[config.mk]
export PLATFORM = sky130hd
export DESIGN_NAME = multicycle_ctrl_flat
export DESIGN_NICKNAME = d
export VERILOG_FILES = /design/src/rtl/multicycle_ctrl_pkg.sv /design/src/rtl/multicycle_ctrl_if.sv /design/src/rtl/multicycle_ctrl_alu_decode.sv /design/src/rtl/multicycle_ctrl.sv /design/src/flat_wrapper.sv
export SDC_FILE = /design/constraint.sdc
export NUM_CORES = 1
export LEC_CHECK = 0
export BUFFER_PORTS_ARGS = -buffer_cell sky130_fd_sc_hd__buf_2
export CORE_ASPECT_RATIO = 0.5
export CORE_MARGIN = 8
export CORE_UTILIZATION = 40
export CTS_CLUSTER_SIZE = 24
export DETAILED_ROUTE_END_ITERATION = 8
export PLACE_DENSITY_LB_ADDON = 0.1
export SETUP_SLACK_MARGIN = 0.02
export SLEW_MARGIN = 20
export SYNTH_ARGS = -nofsm -noshare
export SYNTH_HDL_FRONTEND = slang
export SYNTH_SLANG_ARGS = --single-unit
[constraint.sdc]
create_clock -name clk -period 6 [get_ports clk]
set_input_delay 1.8 -clock clk [delete_from_list [all_inputs] [get_ports clk]]
set_output_delay 1.8 -clock clk [all_outputs]
set_load 0.03 [all_outputs]
[src/rtl/multicycle_ctrl_pkg.sv]
// Shared constants and types for the multi-cycle control unit:
// opcodes, ALU op codes, pc_sel codes, FSM states, opcode classes.
package multicycle_ctrl_pkg;

    localparam logic [6:0] OP_R   = 7'h33;
    localparam logic [6:0] OP_I   = 7'h13;
    localparam logic [6:0] OP_LD  = 7'h03;
    localparam logic [6:0] OP_ST  = 7'h23;
    localparam logic [6:0] OP_BR  = 7'h63;
    localparam logic [6:0] OP_JAL = 7'h6F;

    localparam logic [2:0] ALU_AND = 3'b000;
    localparam logic [2:0] ALU_OR  = 3'b001;
    localparam logic [2:0] ALU_ADD = 3'b010;
    localparam logic [2:0] ALU_SUB = 3'b110;
    localparam logic [2:0] ALU_SLT = 3'b111;

    localparam logic [1:0] PC_SEQ = 2'b00;
    localparam logic [1:0] PC_BR  = 2'b01;
    localparam logic [1:0] PC_JMP = 2'b10;

    typedef enum logic [2:0] {
        S_FETCH,
        S_DECODE,
        S_EXEC,
        S_MEM,
        S_WB,
        S_TRAP
    } state_e;

    typedef enum logic [2:0] {
        CL_R,
        CL_I,
        CL_LD,
        CL_ST,
        CL_BR,
        CL_JAL,
        CL_BAD
    } cls_e;

    typedef struct packed {
        logic       ir_load;
        logic       pc_write;
        logic [1:0] pc_sel;
        logic       reg_write;
        logic       alu_src;
        logic [2:0] alu_op;
        logic       mem_read;
        logic       mem_write;
        logic       mem2reg;
        logic       trap;
    } ctl_t;

    function automatic cls_e classify(input logic [6:0] op);
        case (op)
            OP_R:    return CL_R;
            OP_I:    return CL_I;
            OP_LD:   return CL_LD;
            OP_ST:   return CL_ST;
            OP_BR:   return CL_BR;
            OP_JAL:  return CL_JAL;
            default: return CL_BAD;
        endcase
    endfunction

endpackage

[src/rtl/multicycle_ctrl_if.sv]
// Bus between the control unit and the datapath/memory.
// master: controller (takes ins/zero/mem_ready, drives controls);
// slave: datapath side.
interface multicycle_ctrl_if #(
    parameter int CNT_W = 16
) ();
    logic [31:0]      ins;
    logic             zero;
    logic             mem_ready;
    logic             ir_load;
    logic             pc_write;
    logic [1:0]       pc_sel;
    logic             reg_write;
    logic             alu_src;
    logic [2:0]       alu_op;
    logic             mem_read;
    logic             mem_write;
    logic             mem2reg;
    logic             trap;
    logic [CNT_W-1:0] retired;

    modport master (
        input  ins, zero, mem_ready,
        output ir_load, pc_write, pc_sel, reg_write,
        output alu_src, alu_op, mem_read, mem_write,
        output mem2reg, trap, retired
    );

    modport slave (
        output ins, zero, mem_ready,
        input  ir_load, pc_write, pc_sel, reg_write,
        input  alu_src, alu_op, mem_read, mem_write,
        input  mem2reg, trap, retired
    );
endinterface

[src/rtl/multicycle_ctrl_alu_decode.sv]
// Combinational ALU op decode from opcode class and funct bits.
// Ports: cls, funct3, funct7b5 in; alu_op, illegal out.
module mc_alu_decode
    import multicycle_ctrl_pkg::*;
(
    input  cls_e       cls,
    input  logic [2:0] funct3,
    input  logic       funct7b5,
    output logic [2:0] alu_op,
    output logic       illegal
);

    always_comb begin
        alu_op  = ALU_ADD;
        illegal = 1'b0;
        case (cls)
            CL_R, CL_I: begin
                case (funct3)
                    3'b000: begin
                        // funct7[5] means sub only for register ops;
                        // for I-ALU that bit belongs to the immediate
                        if (cls == CL_R && funct7b5)
                            alu_op = ALU_SUB;
                        else
                            alu_op = ALU_ADD;
                    end
                    3'b111:  alu_op = ALU_AND;
                    3'b110:  alu_op = ALU_OR;
                    3'b010:  alu_op = ALU_SLT;
                    default: illegal = 1'b1;
                endcase
            end
            CL_BR:   alu_op = ALU_SUB;
            default: alu_op = ALU_ADD;
        endcase
    end

endmodule

[src/rtl/multicycle_ctrl.sv]
// Multi-cycle FETCH/DECODE/EXEC/MEM/WB control FSM with memory wait
// states, bus-timeout and illegal-instruction traps, retire counter.
// Ports: clk, rst (async, active-high); bus (master modport) carrying
// ins/zero/mem_ready in and all control outputs, trap, retired out.
module multicycle_ctrl
    import multicycle_ctrl_pkg::*;
#(
    parameter int MEM_WAIT_MAX = 15,
    parameter int CNT_W        = 16
) (
    input  logic               clk,
    input  logic               rst,
    multicycle_ctrl_if.master  bus
);

    // Last allowed low-ready cycle: counter holds MEM_WAIT_MAX-1 there
    localparam logic [7:0] WAIT_LAST = 8'(MEM_WAIT_MAX - 1);

    state_e           state;
    state_e           state_n;
    logic [6:0]       opc;
    logic [2:0]       f3;
    logic             f7b5;
    logic [7:0]       wcnt;
    logic [CNT_W-1:0] retired_q;

    cls_e       cls;
    logic [2:0] dec_op;
    logic       dec_ill;
    logic       wait_hit;
    logic       in_wait;
    ctl_t       ctl;
    ctl_t       ctl_o;

    logic unused_ins;
    assign unused_ins = ^{bus.ins[31], bus.ins[29:15], bus.ins[11:7]};

    assign cls = classify(opc);

    mc_alu_decode u_dec (
        .cls      (cls),
        .funct3   (f3),
        .funct7b5 (f7b5),
        .alu_op   (dec_op),
        .illegal  (dec_ill)
    );

    assign in_wait  = (state == S_FETCH) || (state == S_MEM);
    assign wait_hit = !bus.mem_ready && (wcnt == WAIT_LAST);

    always_comb begin
        state_n = state;
        ctl     = '0;
        unique case (state)
            S_FETCH: begin
                ctl.mem_read = 1'b1;
                if (bus.mem_ready) begin
                    ctl.ir_load = 1'b1;
                    state_n     = S_DECODE;
                end else if (wait_hit) begin
                    state_n = S_TRAP;
                end
            end
            S_DECODE: begin
                state_n = (cls == CL_BAD) ? S_TRAP : S_EXEC;
            end
            S_EXEC: begin
                ctl.alu_src = !(cls == CL_R || cls == CL_BR);
                if (dec_ill) begin
                    state_n = S_TRAP;
                end else begin
                    ctl.alu_op = dec_op;
                    case (cls)
                        CL_BR: begin
                            ctl.pc_write = 1'b1;
                            ctl.pc_sel   = bus.zero ? PC_BR : PC_SEQ;
                            state_n      = S_FETCH;
                        end
                        CL_LD, CL_ST: state_n = S_MEM;
                        default:      state_n = S_WB;
                    endcase
                end
            end
            S_MEM: begin
                if (cls == CL_ST)
                    ctl.mem_write = 1'b1;
                else
                    ctl.mem_read = 1'b1;
                if (bus.mem_ready) begin
                    if (cls == CL_ST) begin
                        ctl.pc_write = 1'b1;
                        ctl.pc_sel   = PC_SEQ;
                        state_n      = S_FETCH;
                    end else begin
                        state_n = S_WB;
                    end
                end else if (wait_hit) begin
                    state_n = S_TRAP;
                end
            end
            S_WB: begin
                ctl.reg_write = 1'b1;
                ctl.mem2reg   = (cls == CL_LD);
                ctl.pc_write  = 1'b1;
                ctl.pc_sel    = (cls == CL_JAL) ? PC_JMP : PC_SEQ;
                state_n       = S_FETCH;
            end
            S_TRAP: begin
                ctl.trap = 1'b1;
            end
            default: begin
                state_n = S_TRAP;
            end
        endcase
    end

    // Gate with rst so nothing escapes in the reset cycle itself,
    // including the one in which an instruction is aborted
    assign ctl_o = rst ? '0 : ctl;

    always_ff @(posedge clk or posedge rst) begin
        if (rst) begin
            state     <= S_FETCH;
            opc       <= '0;
            f3        <= '0;
            f7b5      <= 1'b0;
            wcnt      <= '0;
            retired_q <= '0;
        end else begin
            state <= state_n;
            if (state == S_FETCH && bus.mem_ready) begin
                opc  <= bus.ins[6:0];
                f3   <= bus.ins[14:12];
                f7b5 <= bus.ins[30];
            end
            // Cleared on any state change, so FETCH/MEM start at zero
            if (state_n != state)
                wcnt <= '0;
            else if (in_wait && !bus.mem_ready)
                wcnt <= wcnt + 8'd1;
            if (ctl_o.pc_write)
                retired_q <= retired_q + CNT_W'(1);
        end
    end

    assign bus.ir_load   = ctl_o.ir_load;
    assign bus.pc_write  = ctl_o.pc_write;
    assign bus.pc_sel    = ctl_o.pc_sel;
    assign bus.reg_write = ctl_o.reg_write;
    assign bus.alu_src   = ctl_o.alu_src;
    assign bus.alu_op    = ctl_o.alu_op;
    assign bus.mem_read  = ctl_o.mem_read;
    assign bus.mem_write = ctl_o.mem_write;
    assign bus.mem2reg   = ctl_o.mem2reg;
    assign bus.trap      = ctl_o.trap;
    assign bus.retired   = retired_q;

endmodule

[src/flat_wrapper.sv]
// flat-port wrapper written by rule: the top's interface ports become plain ports
module multicycle_ctrl_flat import multicycle_ctrl_pkg::*;
#(
    parameter int MEM_WAIT_MAX = 15,
    parameter int CNT_W        = 16
)
  (clk, rst, bus_ins, bus_zero, bus_mem_ready, bus_ir_load, bus_pc_write, bus_pc_sel, bus_reg_write, bus_alu_src, bus_alu_op, bus_mem_read, bus_mem_write, bus_mem2reg, bus_trap, bus_retired);
  multicycle_ctrl_if #(.CNT_W(CNT_W)) bus_i ();
  input  logic clk;
  input  logic rst;
  input wire logic [$bits(bus_i.ins)-1:0] bus_ins;
  input wire logic [$bits(bus_i.zero)-1:0] bus_zero;
  input wire logic [$bits(bus_i.mem_ready)-1:0] bus_mem_ready;
  output wire logic [$bits(bus_i.ir_load)-1:0] bus_ir_load;
  output wire logic [$bits(bus_i.pc_write)-1:0] bus_pc_write;
  output wire logic [$bits(bus_i.pc_sel)-1:0] bus_pc_sel;
  output wire logic [$bits(bus_i.reg_write)-1:0] bus_reg_write;
  output wire logic [$bits(bus_i.alu_src)-1:0] bus_alu_src;
  output wire logic [$bits(bus_i.alu_op)-1:0] bus_alu_op;
  output wire logic [$bits(bus_i.mem_read)-1:0] bus_mem_read;
  output wire logic [$bits(bus_i.mem_write)-1:0] bus_mem_write;
  output wire logic [$bits(bus_i.mem2reg)-1:0] bus_mem2reg;
  output wire logic [$bits(bus_i.trap)-1:0] bus_trap;
  output wire logic [$bits(bus_i.retired)-1:0] bus_retired;
  assign bus_i.ins = bus_ins;
  assign bus_i.zero = bus_zero;
  assign bus_i.mem_ready = bus_mem_ready;
  assign bus_ir_load = bus_i.ir_load;
  assign bus_pc_write = bus_i.pc_write;
  assign bus_pc_sel = bus_i.pc_sel;
  assign bus_reg_write = bus_i.reg_write;
  assign bus_alu_src = bus_i.alu_src;
  assign bus_alu_op = bus_i.alu_op;
  assign bus_mem_read = bus_i.mem_read;
  assign bus_mem_write = bus_i.mem_write;
  assign bus_mem2reg = bus_i.mem2reg;
  assign bus_trap = bus_i.trap;
  assign bus_retired = bus_i.retired;
  multicycle_ctrl #(.MEM_WAIT_MAX(MEM_WAIT_MAX), .CNT_W(CNT_W)) u_core (.clk(clk), .rst(rst), .bus(bus_i));
endmodule
==> results of run 1 <==
cells by family after synthesis:
family / share of synthesized area (%)
simple gates: 25.0
flops: 43.6
compound gates: 11.9
xor+xnor: 9.23
buf+inv: 3.44
mux: 5.16
fa+ha+maj: 1.72
cell type report:
type / count / area [um2] / share of cell area [%]
Clock buffer: 6 / 82.6 / 3.22
Clock inverter: 2 / 12.5 / 0.488
Inverter: 9 / 33.8 / 1.32
Multi-Input combinational cell: 160 / 1160 / 45.1
Sequential cell: 38 / 951 / 37.1
Tap cell: 73 / 91.3 / 3.56
Timing Repair Buffer: 46 / 238 / 9.26
state kept, by name (all words and copies together) (netlist names):
signal,flops
u_core.wcnt,8
u_core.bus.retired,16
u_core.f3,3
u_core.f7b5,1
u_core.opc,7
u_core.state,3
cell usage in the layout (no fill, tap or decap), drive strengths merged, types with 2 or more instances in the layout:
cell    instances
a21o            2
and3            7
dfrtp          38
nor3            6
buf            46
inv             9
nand3          16
nand4           5
a31oi           2
and2            4
a21oi           7
mux2           10
ha              3
nor4           10
nor3b           2
nand2b          4
nand2          13
and4            3
xnor2          16
clkbuf          6
nor4b           2
or2             3
xor2            7
nor2b           3
o21ai           6
a221oi          3
nor2            8
stage by stage:
| step | std cells | hold WS (ps) | instance area, um2 | utilization (%) |
|---|---|---|---|---|
| 2_1_floorplan | 216 | 481 | 2180 | - |
| 3_3_place_gp | 326 | 459 | 2470 | 46.0 |
| 3_5_place_dp | 326 | 467 | 2470 | 46.0 |
| 4_1_cts | 334 | 482 | 2570 | 47.8 |
| 5_1_grt | 334 | 507 | 2570 | 47.8 |
| 6_report | 334 | 477 | 2570 | 47.8 |
how the worst min path moves through the flow:
stage	to	slack (ps)	cells after the start
floorplan	u_core.f7b5$_DFFE_PP0P_	480	1
global placement	u_core.bus.retired[15]$_DFFE_PP0P_	460	1
detailed placement	u_core.bus.retired[15]$_DFFE_PP0P_	470	1
CTS	u_core.bus.retired[15]$_DFFE_PP0P_	480	1
global route	u_core.bus.retired[15]$_DFFE_PP0P_	510	1
finish	u_core.bus.retired[15]$_DFFE_PP0P_	480	1
critical path, delay by kind of cell:
family / cells / cell delay, ps
and+or+nand+nor: 2 / 610
AOI/OAI and AO/OA: 1 / 280
buffers and inverters: 3 / 360
layer usage:
| layer | track usage (%) | vias to the layer above |
|---|---|---|
| li1 | - | 876 |
| met1 | 16.3 | 885 |
| met2 | 21.6 | 34 |
| met3 | 4.28 | 7 |
| met4 | 3.08 | 0 |
| met5 | 0 | - |
power by group:
part           leakage (nW)  switching, W  internal, W
Clock                0.0472     0.0000962    0.0000924
Combinational         0.668     0.0000134    0.0000105
Sequential            0.505    0.00000547     0.000260
Total                  1.22      0.000115     0.000363
==> impl_metrics.env, run 1 <==
export IMPL_place_ws_ps=1130
export IMPL_fin_crit_sh_pct=80.7
export IMPL_yosys_register_bits=38
export IMPL_r2r_setup_slack_ps=3510
export IMPL_cts_buffers_inserted=5
export IMPL_finalPower_w=0.000478
export IMPL_totalWireLength_mm=5.19
export IMPL_fillers=559
export IMPL_first_pass_iters=4
export IMPL_post_cts_buffers=0
export IMPL_yosysTopAreaCell="dfrtp_1"
export IMPL_ys_warn_count=0
export IMPL_grt_use_total_pct=13.0
export IMPL_cpMostUsedCell="buf_2"
export IMPL_drive_above_1_share_pct=27.6
export IMPL_clkTransAtPathRegs_ps=70
export IMPL_async_flop_share_pct=100
export IMPL_rsz0062_at_grt="false"
export IMPL_synth_edff_count=0
export IMPL_cpMaxStageDelayCell="nor3b_1"
export IMPL_wl_met1_mm=2.52
export IMPL_wl_met2_mm=2.41
export IMPL_fp_coreArea_um2=5370
export IMPL_power_leakage_nw=1.22
export IMPL_grt_pass1_wl_mm=8.60
export IMPL_maxSlewViolCount=0
export IMPL_peakVddDrop_uv=86.3
export IMPL_run_status="finished, final reports clean"
export IMPL_critical_path_required_ps=4200
export IMPL_synth_top_area_share_pct=43.6
export IMPL_finClkSkew_ps=5.66
export IMPL_slowest_delay_ps=330
export IMPL_io_pins=65
export IMPL_clk_path_buf_depth=2
export IMPL_cp_startpoint="rst"
export IMPL_clock_sinks=38
export IMPL_finalSetupViolCount=0
export IMPL_crit_chain="buf_2, nor3b_1, o2111ai_1, and2_1, inv_1, buf_2"
export IMPL_diodes=0
export IMPL_io_buffer_count=43
export IMPL_wire_per_inst_um=15.5
export IMPL_die_x_um=120
export IMPL_timing_fmax_mhz=206
export IMPL_yosys_top_cells_count="38 x dfrtp_1, 16 x nand3_1, 16 x xnor2_1"
export IMPL_cts_root_buffer="clkbuf_8"
export IMPL_synth_area_per_cell_um2=10.1
export IMPL_cts_resized=0
export IMPL_wl_met3_um=224
export IMPL_fp_dieH_um=68.2
export IMPL_cp_max_fo=4
export IMPL_worstHoldStart="u_core.bus.retired[15]$_DFFE_PP0P_"
export IMPL_layout_nets=299
export IMPL_std_cell_rows=19
export IMPL_dieArea_um2=8220
export IMPL_gp_congestion=0.852
export IMPL_end_kind="output port"
export IMPL_period_needed_ps=4840
export IMPL_antenna_found_initial=0
export IMPL_slew_headroom_pct=50.5
export IMPL_worst_slew_pin_slew_ps=739
export IMPL_crit_type="in2out"
export IMPL_ys_flop_type="dfrtp_1"
export IMPL_grt_pass1_vias=1840
export IMPL_post_synth_top_count_cell="dfrtp_1"
export IMPL_r2r_start="u_core.state[0]$_DFF_PP0_"
export IMPL_netlist_instances=216
export IMPL_area_delta_synth_final_pct=17.5
export IMPL_drtAntennaViolNets=0
export IMPL_vias=1802
export IMPL_clock_latency_ps=290
export IMPL_fin_setup_tns_ps=0
export IMPL_htree_levels=2
export IMPL_drcViolationCount=0
export IMPL_drt_iter0_drc=137
export IMPL_layout_setup_ws_ps=1160
export IMPL_dp_hpwl_mm=3.80
export IMPL_hold_buffers=0
export IMPL_synth_area_um2=2180
export IMPL_cts_tree="built"
export IMPL_grt_max_degree=40
export IMPL_hold_viol_final=0
export IMPL_gr_total_overflow=0
export IMPL_crit_path_end="bus_pc_write"
export IMPL_reg2reg_to="u_core.wcnt[3]$_DFFE_PP0P_"
export IMPL_synth_cell_types=53
export IMPL_cp_arrival_ps=3040
export IMPL_yosys_top_cells_area="dfrtp_1 44%, xnor2_1 6.4%, mux2_2 4.6%, nand3_1 3.7%, nor4_1 2.9%"
export IMPL_rr_worst_depth=5
export IMPL_dr_max_layer_used="met4"
export IMPL_yosysSeqAreaShare_pct=43.6
export IMPL_min_path_type="reg2reg"
export IMPL_synthesis_nets=255
export IMPL_start_util_pct=40.6
export IMPL_p_per_area_nw_per_um2=186
export IMPL_cp_start_kind="input port"
export IMPL_drv_cap=0
export IMPL_via_per_inst=5.40
(Power assumes the default switching activity.)
==> run 2: changes to the inputs <==
==> constraint.sdc (replaced) <==
create_clock -name clk -period 4 [get_ports clk]
set_input_delay 1.2 -clock clk [delete_from_list [all_inputs] [get_ports clk]]
set_output_delay 1.2 -clock clk [all_outputs]
set_load 0.03 [all_outputs]
==> run 2 against run 1 <==
  * Sequential share of layout area is 0.52 points lower
  * Final area is 1.4% higher
  * Worst hold slack better by 14 ps
  * Combinational power is 56% higher
  * Register-to-register slack worse by 2000 ps
  * Critical path type unchanged
  * Setup slack worse by 920 ps
==> impl_metrics.env, run 2 (synthesis gave the netlist of run 1 again) <==
export IMPL_peakVddDrop_uv=157
export IMPL_htree_levels=2
export IMPL_die_x_um=120
export IMPL_maxSlewViolCount=0
export IMPL_slowest_delay_ps=390
export IMPL_final_cell_mix="43 x buf_2, 38 x dfrtp_1, 16 x nand3_1, 16 x xnor2_1, 13 x nand2_1"
export IMPL_cts_resized=0
export IMPL_grt_use_total_pct=13.7
export IMPL_multi_input_area_um2=1160
export IMPL_hold_viol_final=0
export IMPL_final_cell_count_no_fill=335
export IMPL_cp_arrival_ps=2560
export IMPL_drcViolationCount=0
export IMPL_run_status="finished, final reports clean"
export IMPL_hold_buffers=0
export IMPL_cp_start_kind="input port"
export IMPL_clk_path_buf_depth=2
export IMPL_std_cell_rows=19
export IMPL_seqCellArea_um2=951
export IMPL_post_cts_buffers=0
export IMPL_r2r_setup_slack_ps=1530
export IMPL_fin_crit_sh_pct=94.0
export IMPL_fin_setup_tns_ps=0
export IMPL_r2r_start="u_core.state[0]$_DFF_PP0_"
export IMPL_io_buffer_count=43
export IMPL_finalSetupViolCount=0
export IMPL_cpMostUsedCell="buf_2"
export IMPL_drtAntennaViolNets=0
export IMPL_crit_chain="buf_2, nor3b_1, o2111ai_1, and2_1, inv_1, buf_2"
export IMPL_worst_slew_pin_slew_ps=768
export IMPL_start_util_pct=40.6
export IMPL_dp_cells=328
export IMPL_drive_above_1_share_pct=28.2
export IMPL_cp_max_fo=4
export IMPL_worstHoldStart="u_core.bus.retired[13]$_DFFE_PP0P_"
export IMPL_rsz0062_at_grt="false"
export IMPL_fp_coreArea_um2=5370
export IMPL_dp_hpwl_mm=3.81
export IMPL_wire_per_inst_um=15.5
export IMPL_clock_sinks=38
export IMPL_rr_worst_depth=5
export IMPL_period_needed_ps=3760
export IMPL_crit_family="simple AND/OR/NAND/NOR gates"
export IMPL_crit_type="in2out"
export IMPL_grt_max_degree=39
export IMPL_cts_tree="built"
export IMPL_clock_latency_ps=280
export IMPL_gr_total_overflow=0
export IMPL_min_path_type="reg2reg"
export IMPL_clkTransAtPathRegs_ps=70
export IMPL_critical_path_required_ps=2800
export IMPL_gp_congestion=0.849
export IMPL_crit_buf_inv=3
export IMPL_cts_buffers_inserted=5
export IMPL_fp_dieH_um=68.2
export IMPL_io_pins=65
export IMPL_dieArea_um2=8220
export IMPL_final_common_cell="buf_2"
export IMPL_finClkSkew_ps=4.07
export IMPL_drt_iter0_drc=82
export IMPL_cts_root_buffer="clkbuf_8"
export IMPL_end_kind="output port"
export IMPL_min_to="u_core.bus.retired[13]$_DFFE_PP0P_"
export IMPL_drv_cap=0
export IMPL_area_delta_synth_final_pct=19.2
export IMPL_power_leakage_nw=1.23
export IMPL_timing_fmax_mhz=266
export IMPL_first_pass_iters=5
export IMPL_totalWireLength_mm=5.18
export IMPL_diodes=0
export IMPL_whs_path_depth=1
export IMPL_slew_headroom_pct=48.5
export IMPL_vias=1811
export IMPL_grt_pass1_wl_mm=9.08
export IMPL_layout_nets=301
export IMPL_cpMaxStageDelayCell="nor3b_1"
export IMPL_via_per_inst=5.41
export IMPL_grt_pass1_vias=1893
export IMPL_reg2reg_to="u_core.wcnt[4]$_DFFE_PP0P_"
export IMPL_fillers=534
export IMPL_largest_reg_flops=16
export IMPL_p_per_area_nw_per_um2=294
export IMPL_antenna_found_initial=1
-- run 2: final cells by class --
| cell class | instances | share of cell area (%) |
|---|---|---|
| Timing Repair Buffer | 48 | 9.71 |
| Clock buffer | 6 | 3.17 |
| Sequential cell | 38 | 36.5 |
| Inverter | 9 | 1.44 |
| Clock inverter | 1 | 1.15 |
| Tap cell | 73 | 3.51 |
| Multi-Input combinational cell | 160 | 44.5 |
-- run 2: routing by layer --
metal	vias up	global-route usage, %	routed length (um)
li1	874	-	-
met1	883	16.7	2350
met2	44	23.2	2470
met3	8	5.02	307
met4	2	2.93	46
met5	-	0	8
-- run 2: worst max path at each step --
stage / depth (start not counted) / end / slack (ps) / from
6_report: 6 / bus_pc_write / 240 / rst
3_5_place_dp: 6 / bus_pc_write / 250 / rst
4_1_cts: 6 / bus_pc_write / 250 / rst
3_3_place_gp: 6 / bus_pc_write / 290 / rst
5_1_grt: 6 / bus_pc_write / 120 / rst
2_1_floorplan: 3 / bus_alu_op[0] / 80 / rst
-- run 2: stage by stage --
| step | setup slack [ps] | total power (W) | hold WS, ps | area [um2] | utilization (%) |
|---|---|---|---|---|---|
| floorplan | 78.8 | 0.000426 | 481 | 2190 | - |
| global placement | 293 | 0.000443 | 459 | 2490 | 46.3 |
| detailed placement | 247 | 0.000443 | 478 | 2490 | 46.3 |
| CTS | 253 | 0.000779 | 494 | 2600 | 48.4 |
| global route | 120 | 0.000801 | 512 | 2600 | 48.4 |
| finish | 240 | 0.000766 | 491 | 2600 | 48.4 |
-- run 2: report_power, final --
group          internal [W]  switching, W
Sequential         0.000390    0.00000787
Combinational     0.0000166     0.0000208
Clock              0.000200      0.000132
